[src/rtl/pgm_pkg.sv]
// Shared types and defaults for the packet generator scheduler.
// Holds the FSM encoding and parameter defaults.
package pgm_pkg;

  localparam int CNT_W_DEF   = 32;
  localparam int GAP_W_DEF   = 16;
  localparam int TIMEOUT_DEF = 1024;

  typedef enum logic [2:0] {
    S_IDLE = 3'd0,
    S_ARM  = 3'd1,
    S_WAIT = 3'd2,
    S_GAP  = 3'd3,
    S_FIN  = 3'd4
  } state_e;

  function automatic int imax(input int a, input int b);
    return (a > b) ? a : b;
  endfunction

endpackage

[src/rtl/pgm_dcnt.sv]
// Loadable down-counter shared by the gap and read-timeout phases.
// Ports: load_i/val_i load, dec_i decrement, last_o when count is 1.
module pgm_dcnt #(
  parameter int W = 16
) (
  input  logic         clk,
  input  logic         rst,
  input  logic         load_i,
  input  logic         dec_i,
  input  logic [W-1:0] val_i,
  output logic         last_o
);

  logic [W-1:0] cnt_q;

  always_ff @(posedge clk) begin
    if (rst) begin
      cnt_q <= '0;
    end else if (load_i) begin
      cnt_q <= val_i;
    end else if (dec_i && (cnt_q != '0)) begin
      cnt_q <= cnt_q - W'(1);
    end
  end

  // Count N covers N cycles in the phase: the Nth cycle sees 1.
  assign last_o = (cnt_q == W'(1));

endmodule

[src/rtl/pgm_sched.sv]
// Packet generator scheduler: paces rd_start pulses to a RAM reader.
// Ports: cfg_* config, rd_start/rd_done reader handshake, sent_* status.
module pgm_sched
  import pgm_pkg::*;
#(
  parameter int CNT_W   = CNT_W_DEF,
  parameter int GAP_W   = GAP_W_DEF,
  parameter int TIMEOUT = TIMEOUT_DEF
) (
  input  logic             clk,
  input  logic             rst,
  input  logic             cfg_load,
  input  logic [CNT_W-1:0] cfg_pkt_num,
  input  logic [GAP_W-1:0] cfg_gap,
  input  logic             cfg_en,
  input  logic             pkt_stored,
  input  logic             in_alf,
  output logic             rd_start,
  input  logic             rd_done,
  output logic             sent_start_flag,
  output logic             sent_finish_flag,
  output logic [CNT_W-1:0] sent_cnt,
  output logic             err_timeout
);

  localparam int TW = $clog2(TIMEOUT + 1);
  localparam int DW = imax(GAP_W, TW);
  localparam logic [DW-1:0] TO_V = DW'(TIMEOUT);

  state_e           state_q;
  state_e           state_d;
  logic             rd_start_q;
  logic             start_q;
  logic             fin_q;
  logic [CNT_W-1:0] cnt_q;
  logic             err_q;
  logic [CNT_W-1:0] pkt_num_q;
  logic [GAP_W-1:0] gap_q;
  logic             rearm_q;

  logic             dc_load;
  logic             dc_dec;
  logic [DW-1:0]    dc_val;
  logic             dc_last;
  logic [CNT_W-1:0] cnt_inc;
  logic             pkt_hit;

  assign cnt_inc = cnt_q + CNT_W'(1);
  assign pkt_hit = (pkt_num_q != '0) && (cnt_inc == pkt_num_q);

  // ARM keeps the timeout preloaded; rd_done swaps in the gap length.
  assign dc_load = (state_q == S_ARM)
                || ((state_q == S_WAIT) && rd_done);
  assign dc_val  = (state_q == S_ARM) ? TO_V : DW'(gap_q);
  assign dc_dec  = (state_q == S_WAIT) || (state_q == S_GAP);

  pgm_dcnt #(
    .W (DW)
  ) u_dcnt (
    .clk    (clk),
    .rst    (rst),
    .load_i (dc_load),
    .dec_i  (dc_dec),
    .val_i  (dc_val),
    .last_o (dc_last)
  );

  always_comb begin
    state_d = state_q;
    unique case (state_q)
      S_IDLE: begin
        if (cfg_en && pkt_stored && rearm_q) state_d = S_ARM;
      end
      S_ARM: begin
        if (!cfg_en)      state_d = S_FIN;
        else if (!in_alf) state_d = S_WAIT;
      end
      S_WAIT: begin
        if (rd_done) begin
          if (pkt_hit)           state_d = S_FIN;
          else if (!cfg_en)      state_d = S_FIN;
          else if (gap_q != '0)  state_d = S_GAP;
          else                   state_d = S_ARM;
        end else if (dc_last) begin
          state_d = S_FIN;
        end
      end
      S_GAP: begin
        if (!cfg_en)      state_d = S_FIN;
        else if (dc_last) state_d = S_ARM;
      end
      S_FIN:   state_d = S_IDLE;
      default: state_d = S_IDLE;
    endcase
  end

  always_ff @(posedge clk) begin
    if (rst) begin
      state_q    <= S_IDLE;
      rd_start_q <= 1'b0;
      start_q    <= 1'b0;
      fin_q      <= 1'b0;
      cnt_q      <= '0;
      err_q      <= 1'b0;
      pkt_num_q  <= '0;
      gap_q      <= '0;
      rearm_q    <= 1'b1;
    end else begin
      state_q    <= state_d;
      rd_start_q <= (state_q == S_ARM) && (state_d == S_WAIT);
      fin_q      <= (state_d == S_FIN);

      if ((state_q == S_IDLE) && cfg_load) begin
        pkt_num_q <= cfg_pkt_num;
        gap_q     <= cfg_gap;
      end

      // A session may only start after cfg_en was seen low in IDLE.
      if ((state_q == S_IDLE) && !cfg_en) rearm_q <= 1'b1;
      else if (state_d == S_FIN)          rearm_q <= 1'b0;

      if ((state_q == S_IDLE) && (state_d == S_ARM)) begin
        cnt_q   <= '0;
        err_q   <= 1'b0;
        start_q <= 1'b1;
      end else if (state_d == S_FIN) begin
        start_q <= 1'b0;
      end

      if ((state_q == S_WAIT) && rd_done) cnt_q <= cnt_inc;

      if ((state_q == S_WAIT) && !rd_done && dc_last) err_q <= 1'b1;
    end
  end

  assign rd_start         = rd_start_q;
  assign sent_start_flag  = start_q;
  assign sent_finish_flag = fin_q;
  assign sent_cnt         = cnt_q;
  assign err_timeout      = err_q;

endmodule

[config.mk]
export PLATFORM = sky130hd
export DESIGN_NAME = pgm_sched
export DESIGN_NICKNAME = d
export VERILOG_FILES = /design/src/rtl/pgm_pkg.sv /design/src/rtl/pgm_dcnt.sv /design/src/rtl/pgm_sched.sv
export SDC_FILE = /design/constraint.sdc
export NUM_CORES = 1
export LEC_CHECK = 0
export ABC_CLOCK_PERIOD_IN_PS = 4000
export CAP_MARGIN = 20
export CELL_PAD_IN_SITES_DETAIL_PLACEMENT = 1
export CELL_PAD_IN_SITES_GLOBAL_PLACEMENT = 1
export CORE_ASPECT_RATIO = 1.25
export CORE_MARGIN = 2
export CORE_UTILIZATION = 34
export CTS_CLUSTER_SIZE = 12
export DETAILED_ROUTE_END_ITERATION = 10
export PLACE_DENSITY = 0.82
export SLEW_MARGIN = 30
export SYNTH_ARGS = -nofsm -noshare
export SYNTH_HDL_FRONTEND = slang
export SYNTH_HIERARCHICAL = 1
export SYNTH_SLANG_ARGS = --single-unit
[constraint.sdc]
create_clock -name clk -period 4 [get_ports clk]
set_input_delay 1 -clock clk [delete_from_list [all_inputs] [get_ports clk]]
set_output_delay 1 -clock clk [all_outputs]
set_load 0.01 [all_outputs]
# Word-level counts from Yosys, hierarchy flattened
# Cells that the tools add are included.
# word_totals
reg_bits	104
input_bits	55
output_inout_bits	36
wordCells	64
# classes
add_sub_neg	2
n_eq_ne	8
n_mux	20
n_reduce_logical	24
# op_table
operator	n
$mux W32	2
$mux W16	3
$add A32 B1 Y32 const B	1
$eq A32 B32 Y1	1
$reduce_bool A16 Y1	2
$reduce_bool A32 Y1	1
$mux W3	9
$eq A16 B1 Y1 const B	1
$sub A16 B1 Y16 const B	1
$pmux W3 S4	1
$logic_and A1 B1 Y1	11
$eq A3 B2 Y1 const B	3
$reduce_bool A2 Y1	4
$eq A3 B1 Y1 const B	2
$mux W1	4
$eq A3 B3 Y1 const B	1
$logic_not A3 Y1	1
$logic_not A1 Y1	2
$logic_or A1 B1 Y1	2
$mux W2	1
$reduce_or A2 Y1	1

# Logic depth before layout (Yosys ltp)
# Gate-level depths: netlist (run 1).
# logic_depth
depth_word	10
depth_mapped	10
mapped_depth_nobuf	9

# Modules after synthesis
# Netlist (run 1), hierarchy kept.
# modules_own_cells
module	n_inst	cells_per_inst	area_each_um2	seq_area_each_um2
pgm_sched	1	676	5073.6	1761.7
pgm_dcnt	1	124	1019.7	320.3

# Worst setup path before layout (run 1)
# No wires, ideal clock.
# synth_timing
path_kind	register -> register
startpoint	register cnt_q[0], in the netlist sent_cnt[0]
endpoint	register state_q[2]
setup_ns	0.070
arrival_time_ns	2.896
required_ns	3.930
path_slack_ns	1.033
path_stages_with_launch	9
n_path_buf	0
cell_sequence	dfxtp_1 > ha_1 > and3_1 > nand3_1 > or4_1 > xnor2_1 > or4_1 > or4_1 > a21oi_1
# synth_between
elab_chain_len	6
# synth_lines
element	line	source
start, declared	pgm_sched.sv:35	logic [CNT_W-1:0] cnt_q;
start signal, assigned	pgm_sched.sv:130	if ((state_q == S_WAIT) && rd_done) cnt_q <= cnt_inc;
$add A32 B1 Y32	pgm_sched.sv:48	assign cnt_inc = cnt_q + CNT_W'(1);
$eq A32 B32 Y1	pgm_sched.sv:49	assign pkt_hit = (pkt_num_q != '0) && (cnt_inc == pkt_num_q);
$logic_and A1 B1 Y1	pgm_sched.sv:49	
$mux W3	pgm_sched.sv:80	if (pkt_hit) state_d = S_FIN;
$mux W3	pgm_sched.sv:79	if (rd_done) begin
$pmux W3 S4	pgm_sched.sv:70	unique case (state_q)
end signal, assigned	pgm_sched.sv:109	state_q <= state_d;
end, declared	pgm_sched.sv:30	state_e state_q;
# No other way between the ends.
# A chain may end at the register's enable or synchronous reset.

# Worst setup path in the final report (run 1)
# layout_timing
startpoint	register cnt_q[0], in the netlist sent_cnt[0]
endpoint	register state_q[0]
# Same word-level chain as after synthesis.

==> results.cfg, run 1 <==
[worst_setup_path]
arrival_ps = 3570
r2r_slack_ps = 670
critPathKind = flip-flop to flip-flop
crit_buf_inv = 0
cp_top_family = simple AND/OR/NAND/NOR gates
worst_setup_path_end_kind = flip-flop
startpoint_type = flip-flop
rr_worst_depth = 8
reg2reg_to = state_q[0]
cp_data_required_time_ps = 4240
r2r-start = sent_cnt[0]
startpoint = sent_cnt[0]
path_max_fanout = 8
critPathMaxStageDelay_ps = 620
cp_cell_sequence = ha_1 -> and3_1 -> nand3_1 -> or4_1 -> xnor2_1 -> or3_2 -> nor4_1 -> o22ai_1
critPathSlowestCell = or4_1

[hold_path]
min-delay-start = gap_q[11]
hold-path-cell-count = 2
hold_path_class = flip-flop to flip-flop
min_to = gap_q[11]

[routing]
num_vias = 6249
routed_wl_um = 20410
dr.pass1.iters = 4
wl_per_cell_um = 18.83
via_per_inst = 5.765
ant_nets = 0
drt-initial-drc-count = 320
drc = 0

[global_route]
top_usage_layer = met2
grt_usage_pct = 21.79
grt_max_degree = 73
use_met2_pct = 37.52
antenna_found_initial = 1
grt_pass1_vias = 6168
use_met3_pct = 3.338
grtUsageMet1_pct = 25.91
grt.overflow.total = 0
grt_pass1_wl_um = 32480

[placed_design]
hpwlAfterDp_um = 14970
gp_congestion = 0.9101
place_ws_ps = 696.0
io_buffers = 90

[sta]
grt_setup_unrepaired = false
final-setup-viol-count = 0
whs_ps = 472.1
slew_violations = 0
hold_violations = 0
layout_setup_ws_ps = 668.6
max_slew.worst_pin.slew_ps = 805.4
fin_crit_ps = 3331
fin_crit_sh_pct = 83.29
fin_worst_skew_ps = 7.751
relSlewSlack_pct = 46.30
fmax_mhz = 300.2
setup_tns_ps = 0

[final_layout]
utilization_pct = 42.24
layout.nets = 912
drive_above_1_share_pct = 6.403
area_growth_pct = 21.31

[synthesis]
synth_adder_area_share_pct = 0.6160
netlist.area_leader.share_pct = 34.17
ys_seq_elements = 104
synth_edf_count = 0
ys_warn_count = 6
yosysTopAreaCell = dfxtp_1
synthSimpleGateAreaFrac_pct = 33.35
yosys-top-cells-area = dfxtp_1 34%, nand2_1 8.7%, a21oi_1 7.1%
ys_types = 80
syn-num-nets = 858
async_flop_share_pct = 0
synth_top_family_by_area = simple AND/OR/NAND/NOR gates
syn-instance-count = 800
synth_common_cells = 141 x nand2_1, 104 x dfxtp_1, 87 x a21oi_1
ys.flop_type = dfxtp_1
syn_avg_cell_area_um2 = 7.617
synth-compound-area-share_pct = 20.72
synth-xor-area-share_pct = 5.832
synth_most_common_cell = nand2_1
synth_area_mm2 = 0.006093
muxShareOfSynthArea_pct = 0.6776
synth-seq-area-share_pct = 34.17

[die]
die-area_mm2 = 0.01902
rows = 54
fp.dieW_um = 123.7
num_io_pins = 91
core-area_mm2 = 0.01750
initial_core_util_pct = 34.82
fp.dieH_um = 153.7

[run]
maxCapViolCount = 0

[clock_network]
cts_buffer_depth = 2
htreeDepth = 3
cts_setup_buffers = 0
cts_sinks = 104
clock_latency_ps = 360
clkTransAtPathRegs_ps = 80
root_buffer = clkbuf_16
numCtsBuffers = 9
cts_tree = done
ctsHoldBuffers = 0
cts_resized = 0

[outcome]
status = finished clean

[power_and_ir_drop]
power_density_mw_per_mm2 = 327.4
finalPower_uw = 2420
ir_drop_uv = 214.5
leakagePower_uw = 0.002544
-- per-layer routing --
layer | vias to the layer above | wire, um
met5 | - | 0
met2 | 139 | 10220
met3 | 53 | 687
met4 | 0 | 856
li1 | 3014 | -
met1 | 3043 | 8644
-- through the flow --
step / instance area [um2] / instances
floorplan: 6093 / 800
detailed placement: 7106 / 1067
CTS: 7390 / 1083
finish: 7392 / 1084
global route: 7392 / 1084
global placement: 7103 / 1067
-- cells in the final DEF, fill, tap and decap left out, types with 7 or more instances in the layout --
master,count
nor2b_1,18
nand2_1,141
and3_1,10
inv_1,13
xor2_1,16
nor2_1,66
buf_4,9
a211oi_1,8
and4_1,8
nand4_1,15
or4_1,7
xnor2_1,22
nand2b_1,9
dfxtp_1,104
o21ai_0,32
clkbuf_16,9
clkdlybuf4s50_1,89
nand3_1,24
nor4_1,23
nor3_1,17
a31oi_1,7
a21oi_1,87
a311oi_1,18
-- state kept, by name (all words and copies together) (netlist names) --
name,count
sent_finish_flag,1
rd_start,1
rearm_q,1
pkt_num_q,32
sent_cnt,32
sent_start_flag,1
err_timeout,1
u_dcnt/cnt_q,16
gap_q,16
state_q,3
-- layout make-up --
| class | count | area, um2 |
|---|---|---|
| Clock buffer | 11 | 242.7 |
| Fill cell | 2102 | 10110 |
| Tap cell | 224 | 280.3 |
| Multi-Input combinational cell | 628 | 3736 |
| Sequential cell | 104 | 2082 |
| Inverter | 13 | 48.80 |
| Clock inverter | 5 | 41.29 |
| Antenna cell | 1 | 2.502 |
| Timing Repair Buffer | 98 | 958.4 |
-- worst max-delay path by stage --
| stage | slack (ps) | endpoint | cells past startpoint |
|---|---|---|---|
| after floorplan | 1030 | state_q[2] | 8 |
| after global placement | 910 | sent_finish_flag | 8 |
| after detailed placement | 700 | state_q[0] | 8 |
| after CTS | 680 | state_q[0] | 8 |
| after global routing | 470 | state_q[2] | 8 |
| final | 670 | state_q[0] | 8 |
-- worst min-delay path, cell delays in order (launching register included) --
cell and delay, ps:
dfxtp_1 320, nand2_1 50, a21oi_1 50
-- report_power, final --
part           internal [uW]  switching, uW  leakage (uW)  total (uW)
combinational            180            225       0.00156         404
sequential              1080           62.8      0.000848        1150
clock                    445            423      0.000138         868
-- cell families (layout without fill, tap and decap cells) --
group / after synthesis / count (layout)
other cells: 0 / 1
buf+inv: 68 / 127
fa+ha+maj: 3 / 3
xor+xnor: 39 / 39
simple gates: 384 / 384
compound gates: 198 / 198
mux: 4 / 4
flops: 104 / 104
Note: power is estimated with default switching activity, not from simulation.
==> run 2, diff against run 1 <==
- ABC_CLOCK_PERIOD_IN_PS: 4000 -> 3100
- clock period: 4 -> 3.1 ns (I/O delays scaled with it)
==> run 2 against run 1 <==
Final cell count increased by 3.5%. Sequential share of layout area decreased by 1.3 points. Core utilization increased by 2.0 points. Cell area increased by 4.7%. Worst hold slack about the same. First-iteration DRC count increased by 23%. Worst setup slack got worse by 440 ps. Sequential power increased by 29%. Sequential cell count unchanged. Largest cell class unchanged. Register-to-register slack got worse by 440 ps.
==> results.cfg, run 2 (synthesized netlist as in run 1, its figures left out) <==
[final_layout]
stdcell_count = 1122
area_growth_pct = 26.96
num-fill-cells = 2121
seqCellArea_mm2 = 0.002082
design_area_mm2 = 0.007736
multi_input_area_mm2 = 0.003734
drive_above_1_share_pct = 10.47
layout.nets = 951
final_cell_mix = 141 x nand2_1, 104 x dfxtp_1, 89 x clkdlybuf4s50_1
final_common_cell = nand2_1
antenna_cells = 0
utilization_pct = 44.21

[routing]
via_per_inst = 5.789
wl_per_cell_um = 19.61
num_vias = 6495
ant_nets = 0
dr.pass1.iters = 7
drc = 0
drt-initial-drc-count = 394
routed_wl_um = 22010

[sta]
fin_worst_skew_ps = 16.43
fin_crit_sh_pct = 92.78
fmax_mhz = 347.7
hold_violations = 0
grt_setup_unrepaired = false
max_slew.worst_pin.slew_ps = 687.5
relSlewSlack_pct = 53.74
final-setup-viol-count = 0
fin_crit_ps = 2876
setup_tns_ps = 0
slew_violations = 0

[outcome]
status = finished clean

[worst_setup_path]
cp_data_required_time_ps = 3390
r2r_slack_ps = 220
reg2reg_to = state_q[2]
critPathKind = flip-flop to flip-flop
r2r-start = sent_cnt[3]
critPathMaxStageDelay_ps = 560
worst_setup_path_end_kind = flip-flop
startpoint_type = flip-flop
arrival_ps = 3170
path_max_fanout = 9
cp_cell_sequence = buf_4 -> nand4_4 -> nor4_4 -> a31oi_1 -> nor4b_1 -> nand4_1 -> or4_1 -> a21oi_1
critPathSlowestCell = or4_1
rr_worst_depth = 8

[global_route]
grt_pass1_wl_um = 35020
grt.overflow.total = 0
grt_usage_pct = 23.57
grt_pass1_vias = 6563
grt_max_degree = 58
antenna_found_initial = 0

[hold_path]
min-delay-start = gap_q[13]
hold_path_class = flip-flop to flip-flop
hold-path-cell-count = 2
min_to = gap_q[13]

[clock_network]
ctsHoldBuffers = 0
cts_buffer_depth = 2
cts_sinks = 104
root_buffer = clkbuf_16
htreeDepth = 3
cts_tree = done
cts_resized = 0
numCtsBuffers = 9
cts_setup_buffers = 0
clkTransAtPathRegs_ps = 80
clock_latency_ps = 370

[die]
rows = 54
core-area_mm2 = 0.01750
fp.dieW_um = 123.7
num_io_pins = 91
die-area_mm2 = 0.01902
initial_core_util_pct = 34.82
fp.dieH_um = 153.7

[power_and_ir_drop]
power_density_mw_per_mm2 = 423.3
leakagePower_uw = 0.002772
ir_drop_uv = 244.8

[placed_design]
gp_congestion = 0.9752
dp_cells = 1106
placed_cell_area_mm2 = 0.007421
io_buffers = 90
hpwlAfterDp_um = 16350

[run]
maxCapViolCount = 0
==> run 2: how the worst max path moves through the flow <==
| stage | from | endpoint | cells after the start |
|---|---|---|---|
| final | sent_cnt[3] | state_q[2] | 8 |
| after global routing | sent_cnt[3] | state_q[2] | 7 |
| after CTS | sent_cnt[9] | state_q[2] | 7 |
| after detailed placement | sent_cnt[9] | state_q[2] | 7 |
| after global placement | sent_cnt[3] | state_q[2] | 8 |
| after floorplan | sent_cnt[0] | state_q[2] | 8 |
==> run 2: per-stage QoR <==
step	total power (uW)	hold slack, ps	setup slack (ps)
after floorplan	1826	444.4	133.3
after global placement	2041	457.1	358.0
after detailed placement	2057	462.7	278.1
after CTS	3288	473.7	259.9
after global routing	3410	489.3	61.77
final	3275	472.2	224.0
==> run 2: cell type report <==
class,count,area share [%]
sequential,104,26.91
timing repair buffer,137,16.50
clock buffer,9,2.911
inverter,13,0.6308
multi-input combinational,628,48.26
tap,224,3.623
clock inverter,7,1.164
==> run 2: report_power, final <==
part | internal, uW | switching, uW
clock | 647 | 595
sequential | 1400 | 81.0
combinational | 250 | 302
total | 2300 | 978
==> run 2: critical path: cells and delay by family (launching register included) <==
family / cells / cell delay (ps)
compound gates: 2 / 330
simple gates: 5 / 1740
flops: 1 / 520
buf+inv: 1 / 200
==> run 2: metal layers <==
metal  track usage, %  share of wire, %
met5                0                 0
met3            2.411               3.2
met1            27.79                41
met2            41.26                51
met4            12.55               5.1
